--- config.mk ---
export PLATFORM = sky130hd
export DESIGN_NAME = if_fetch_stage
export DESIGN_NICKNAME = d
export VERILOG_FILES = /design/src/rtl/if_fetch_stage.sv
export SDC_FILE = /design/constraint.sdc
export NUM_CORES = 1
export LEC_CHECK = 0
export BUFFER_PORTS_ARGS = -buffer_cell sky130_fd_sc_hd__buf_2
export CAP_MARGIN = 20
export CORE_MARGIN = 4
export CORE_UTILIZATION = 47
export CTS_CLUSTER_DIAMETER = 120
export DETAILED_ROUTE_END_ITERATION = 6
export PLACE_DENSITY = 0.78
export REMOVE_ABC_BUFFERS = 1
export SYNTH_ARGS = -nofsm -noshare
export SYNTH_HDL_FRONTEND = slang
export SYNTH_SLANG_ARGS = --single-unit
--- constraint.sdc ---
create_clock -name clk -period 2.6 [get_ports clk]
set_input_delay 0.26 -clock clk [delete_from_list [all_inputs] [get_ports clk]]
set_output_delay 0.26 -clock clk [all_outputs]
set_load 0.005 [all_outputs]
--- src/rtl/if_fetch_stage.sv ---
// if_fetch_stage: instruction fetch stage with a PC register, IF/ID pipeline registers and optional stall/flush counters.
// Ports:
//   clk, rst           - clock; synchronous active-high reset
//   PCWrite            - 1 holds the PC (stall)
//   IFIDWrite          - 1 holds the IF/ID registers
//   IFFlush, JumpAddr  - redirect fetch to word-aligned JumpAddr and squash IF/ID
//   IM_Addr, IM_Instr  - instruction memory address (the PC) and returned instruction
//   ID_Instr, ID_PC, ID_Valid - IF/ID registers: instruction, its PC+4, valid flag
//   StallCnt, FlushCnt - performance counters, present only with IF_PERF_CNT_EN defined, else tied to 0
module if_fetch_stage #(
  parameter int bit_size = 32,
  parameter logic [bit_size-1:0] PC_RESET = 32'h0000_0000
) (
  input  logic                clk,
  input  logic                rst,
  input  logic                PCWrite,
  input  logic                IFIDWrite,
  input  logic                IFFlush,
  input  logic [bit_size-1:0] JumpAddr,
  output logic [bit_size-1:0] IM_Addr,
  input  logic [bit_size-1:0] IM_Instr,
  output logic [bit_size-1:0] ID_Instr,
  output logic [bit_size-1:0] ID_PC,
  output logic                ID_Valid,
  output logic [bit_size-1:0] StallCnt,
  output logic [bit_size-1:0] FlushCnt
);
  typedef enum logic {BOOT, RUN} state_t;
  localparam logic [bit_size-1:0] pc_step = bit_size'(4);
  state_t              state_q, state_d;
  logic [bit_size-1:0] pc_q, pc_d, pc_plus4;
  logic [bit_size-1:0] id_instr_q, id_instr_d;
  logic [bit_size-1:0] id_pc_q, id_pc_d;
  logic                id_valid_q, id_valid_d;
  logic                run;
  logic                unused_jump_lsbs;
  assign unused_jump_lsbs = ^JumpAddr[1:0];
  assign run      = (state_q == RUN);
  assign pc_plus4 = pc_q + pc_step;
  assign IM_Addr  = pc_q;
  assign ID_Instr = id_instr_q;
  assign ID_PC    = id_pc_q;
  assign ID_Valid = id_valid_q;
  // BOOT spends exactly one cycle with the pipeline empty so the first fetch sees a settled PC.
  always_comb begin
    state_d    = RUN;
    pc_d       = !run ? pc_q : IFFlush ? {JumpAddr[bit_size-1:2], 2'b00} : PCWrite ? pc_q : pc_plus4;
    id_instr_d = !run ? '0 : IFFlush ? '0 : IFIDWrite ? id_instr_q : IM_Instr;
    id_pc_d    = !run ? '0 : (IFFlush || IFIDWrite) ? id_pc_q : pc_plus4;
    id_valid_d = !run ? 1'b0 : IFFlush ? 1'b0 : IFIDWrite ? id_valid_q : 1'b1;
  end
  always_ff @(posedge clk) begin
    if (rst) begin
      state_q    <= BOOT;
      pc_q       <= PC_RESET;
      id_instr_q <= '0;
      id_pc_q    <= '0;
      id_valid_q <= 1'b0;
    end else begin
      state_q    <= state_d;
      pc_q       <= pc_d;
      id_instr_q <= id_instr_d;
      id_pc_q    <= id_pc_d;
      id_valid_q <= id_valid_d;
    end
  end
`ifdef IF_PERF_CNT_EN
  localparam logic [bit_size-1:0] cnt_inc = bit_size'(1);
  logic [bit_size-1:0] stall_cnt_q, stall_cnt_d, flush_cnt_q, flush_cnt_d;
  // Both counters saturate at all-ones instead of wrapping.
  always_comb begin
    stall_cnt_d = (run && PCWrite && !IFFlush && !(&stall_cnt_q)) ? stall_cnt_q + cnt_inc : stall_cnt_q;
    flush_cnt_d = (run && IFFlush && !(&flush_cnt_q)) ? flush_cnt_q + cnt_inc : flush_cnt_q;
  end
  always_ff @(posedge clk) begin
    if (rst) begin
      stall_cnt_q <= '0;
      flush_cnt_q <= '0;
    end else begin
      stall_cnt_q <= stall_cnt_d;
      flush_cnt_q <= flush_cnt_d;
    end
  end
  assign StallCnt = stall_cnt_q;
  assign FlushCnt = flush_cnt_q;
`else
  assign StallCnt = '0;
  assign FlushCnt = '0;
`endif
endmodule

==> results summary <==
The area added between synthesis and finish came out at 17.7%. The fraction of final layout cells sized beyond drive strength 1 came out at 27.3%. The mux cell area share after synthesis is 8.06%.

The post-synthesis cell type count is 52. Among all flip-flop cells after synthesis, the most frequent one is sky130_fd_sc_hd__dfxtp_1. The post-layout total power came out at 2.95 mW. The relative slew slack came out at 61.5%. The I/O pin total came out at 230. The die is 111 µm tall. The half-perimeter wire length after detailed placement is 10000 µm.

Clock-pin slew was measured on the worst setup and hold paths at 0.09 ns. The number of hold violations in the final report is 0. The run finished with clean final reports. The later-pin clock latency in the skew report is 0.36 ns.

The core region area came out at 10300 µm². The tree is rooted in a sky130_fd_sc_hd__clkbuf_8. The cell type contributing the most total cell area after synthesis is sky130_fd_sc_hd__dfxtp_1. The starting density of the core is 48.1%. STA puts the critical path data required time at 2.85 ns. The global routing met2 resource utilization is 34.2%. Sorting the synthesized cells by area gives the leading types as sky130_fd_sc_hd__dfxtp_1 (38%), sky130_fd_sc_hd__buf_4 (10%), sky130_fd_sc_hd__mux2i_1 (8.1%). The library cell with the highest instance count after synthesis is sky130_fd_sc_hd__dfxtp_1. The worst supply voltage drop on vdd is 0.397 mV. The cell area after placement came out at 5620 µm².

The post-synthesis async set-or-reset flop share is 0%. Per report_power, the combinational group accounts for 13.9% of the total. After Yosys synthesis, full adders, half adders and majority gates account for 0.252% of the synthesized area. A synthesized cell averages 8.35 µm². By area, the combinational part of the netlist is dominated by simple AND/OR/NAND/NOR gates.

The global routing met3 resource utilization is 4.80%. After synthesis, the largest area contributor takes up 37.9% of total cell area. The internal power component is 2.16 mW.

Across every metal layer, demand over resource in global routing totals 20.9%. The clock skew after layout came out at 0.0134 ns. The final instance area came out at 5850 µm². The static leakage is 2.63 nW. The pre-CTS worst setup slack is 0.376 ns. The remaining design rule violation count came out at 0.

The largest incremental delay on the critical path came out at 0.55 ns. The count of standard-cell rows is 37. The number of setup violations in the final report is 0. The slew of the pin with the lowest slew margin came out at 0.576 ns. Measured along the x axis, the die boundary spans 111 µm.

Among cell families on the critical path, the largest total delay comes from simple AND/OR/NAND/NOR gates. The mean number of vias per cell came out at 5.22. Sequential cells burn 52.6% of the power. The switching power as a share of total power is 26.8%. The number of clock buffers added by TritonCTS is 9. The total detailed-routing wirelength is 13500 µm. The buffer depth of the longest clock path is 2. The hold buffer count at cts is 0. The count of buffers from port buffering is 159. The post-layout net count is 806.

The min-delay analysis places its worst path in the category input pin to flip-flop. STA classifies the critical path startpoint as a flip-flop. The number of flops mapped to enable cells by yosys came out at 0. The worst setup path is captured at a flip-flop.

The number of iterations in the first detailed-routing pass came out at 5. The minimum clock period came out at 2.25 ns. The arrival time at the worst endpoint came out at 2.51 ns. The antenna cell count came out at 0. Global routing used 27.1% of the available met1 tracks. The number of nets still failing antenna checks after routing came out at 0. The number of antenna violations at the first check in global routing was 0. The first global-routing pass estimated 21500 µm of wire. Entering global routing, the biggest net connects 58 pins. The synthesized netlist cell count is 595.

The xor/xnor share of the synthesized area came out at 4.94%. Routability-driven placement finished with a final weighted congestion of 0.933. The die covers 12300 µm². Per report_power, the clock group accounts for 33.5% of the total.

The number of sinks driven by the clock tree came out at 94. The H-tree generated during clock tree synthesis spans 3 levels. The buffers inserted during post-CTS setup optimization is 0. The clock tree from TritonCTS is done. Summing over every cut layer, the via total after detailed routing is 4576. The fmax came out at 444 MHz. The share of synthesized cell area in and, or, nand and nor gates is 18.0%. The total of cells resized after clock tree synthesis came out at 0. Summing the areas of all compound-gate instances in the mapped netlist gives 16.3% of the synthesized area. The setup path with the least slack is of type flip-flop to flip-flop.

The count of synthesis-stage warnings from yosys is 0. The count of pins over their slew limit came to 0. The average detailed-routed wire length per instance came out at 15.4 µm. The global routing stage identified its most utilized layer as met2. The flip-flop and latch count after synthesis is 94. The area of the mapped netlist came out at 4970 µm².

The via count of the first global-routing pass came to 4235. The part of the cycle the worst path needs came out at 86.7%. Across all setup checks in the final design, the least slack found is 0.346 ns. Setup repair after global routing left no endpoint under its margin. Counting the fill cells in the layout gives 949. For this design the total switching power over the nets is 0.790 mW. The setup total negative slack came out at 0 ns. After synthesis, flip-flops and latches occupy 37.9% of the total area. The tool flagged a number of max-cap violations equal to 0. The number of buffer and inverter stages on the critical path came out at 0. The power density normalized to cell area came out at 504 nW/µm².

Summed over all layers, the global routing overflow is 0. The first routing iteration left 331 violations. By count the netlist is led by sky130_fd_sc_hd__dfxtp_1 (94), sky130_fd_sc_hd__buf_4 (69), sky130_fd_sc_hd__nor2_1 (66). The signal on the critical path passes through ha_1, and3_1, nand2_1, or4b_4, xor2_1, a21oi_1. The maximum fanout along the worst path is 9. Among all stages on the critical path, the largest delay is contributed by sky130_fd_sc_hd__or4b_4.
## power by group through the flow
stage | sequential, mW | clock (mW) | combinational (mW)
after floorplan | 1.58 | 0 | 0.185
after global placement | 1.58 | 0 | 0.393
after detailed placement | 1.58 | 0 | 0.400
after CTS | 1.55 | 1.01 | 0.402
after global routing | 1.56 | 1.07 | 0.454
final | 1.55 | 0.988 | 0.411
## cells in the final DEF, fill, tap and decap left out, types with 2 or more instances in the layout
cell	count
sky130_fd_sc_hd__conb_1	68
sky130_fd_sc_hd__or3_1	3
sky130_fd_sc_hd__or4_1	2
sky130_fd_sc_hd__nor3_2	2
sky130_fd_sc_hd__nor2_1	65
sky130_fd_sc_hd__clkinv_2	3
sky130_fd_sc_hd__mux2i_1	40
sky130_fd_sc_hd__nor2b_1	8
sky130_fd_sc_hd__inv_1	6
sky130_fd_sc_hd__clkbuf_8	11
sky130_fd_sc_hd__nor4_2	3
sky130_fd_sc_hd__a31oi_1	7
sky130_fd_sc_hd__nand4_1	11
sky130_fd_sc_hd__xor2_1	9
sky130_fd_sc_hd__buf_4	16
sky130_fd_sc_hd__o31ai_1	5
sky130_fd_sc_hd__a211oi_1	15
sky130_fd_sc_hd__nor4_1	5
sky130_fd_sc_hd__a22oi_1	3
sky130_fd_sc_hd__nand2_1	32
sky130_fd_sc_hd__nand3_1	19
sky130_fd_sc_hd__dfxtp_1	94
sky130_fd_sc_hd__o2bb2ai_1	5
sky130_fd_sc_hd__nor3_1	10
sky130_fd_sc_hd__and3_1	7
sky130_fd_sc_hd__and4_1	3
sky130_fd_sc_hd__a311oi_1	2
sky130_fd_sc_hd__xnor2_1	19
sky130_fd_sc_hd__a21oi_1	42
sky130_fd_sc_hd__buf_2	159
sky130_fd_sc_hd__o22ai_1	4
sky130_fd_sc_hd__a221oi_1	2
sky130_fd_sc_hd__o21ai_0	38
## logic make-up after synthesis
family | count (synthesis)
flops | 94
fa+ha+maj | 1
other cells | 1
buf+inv | 120
mux | 40
xor+xnor | 28
simple gates | 177
compound gates | 134
## registers in the layout, indices dropped and copies added, names as in the netlist
register and flops:
ID_Instr 32, ID_PC 30, IM_Addr 30, ID_Valid 1, run 1
## final cells by class
type / count / area [µm²] / share of cell area [%]
Multi-Input combinational cell: 448 / 2630 / 44.9
Sequential cell: 94 / 1880 / 32.2
Timing Repair Buffer: 176 / 943 / 16.1
Tap cell: 136 / 170 / 2.91
Clock buffer: 12 / 155 / 2.65
Clock inverter: 4 / 45.0 / 0.770
Inverter: 7 / 26.3 / 0.449
## layer usage
layer | share of wire, % | vias to the layer above | wire length, µm
met5 | 0 | - | 0
met4 | 1.6 | 0 | 218
met3 | 8.2 | 21 | 1110
met2 | 46 | 215 | 6280
met1 | 44 | 2109 | 5940
li1 | - | 2231 | -
## through the flow
step,std cells,hold slack [ns],utilization (%)
2_1_floorplan,549,0.329,-
3_3_place_gp,860,0.442,54.4
3_5_place_dp,860,0.454,54.4
4_1_cts,876,0.122,56.4
5_1_grt,877,0.134,56.6
6_report,877,0.142,56.6
## worst paths after layout
| kind | startpoint | depth (start not counted) | slack [ns] | to |
|---|---|---|---|---|
| max reg2reg | IM_Addr[2] | 6 | 0.35 | ID_PC[30] |
| min reg2reg | ID_Valid | 2 | 0.46 | ID_Valid |
| min | IM_Instr[10] | 3 | 0.14 | ID_Instr[10] |
| max | IM_Addr[2] | 6 | 0.35 | ID_PC[30] |
## tightest hold or removal path, delay by kind of cell
kind / cells / cell delay, ns
buf+inv: 1 / 0.08
mux: 1 / 0.05
simple gates: 1 / 0.07
Note: power is estimated with default switching activity, not from simulation.
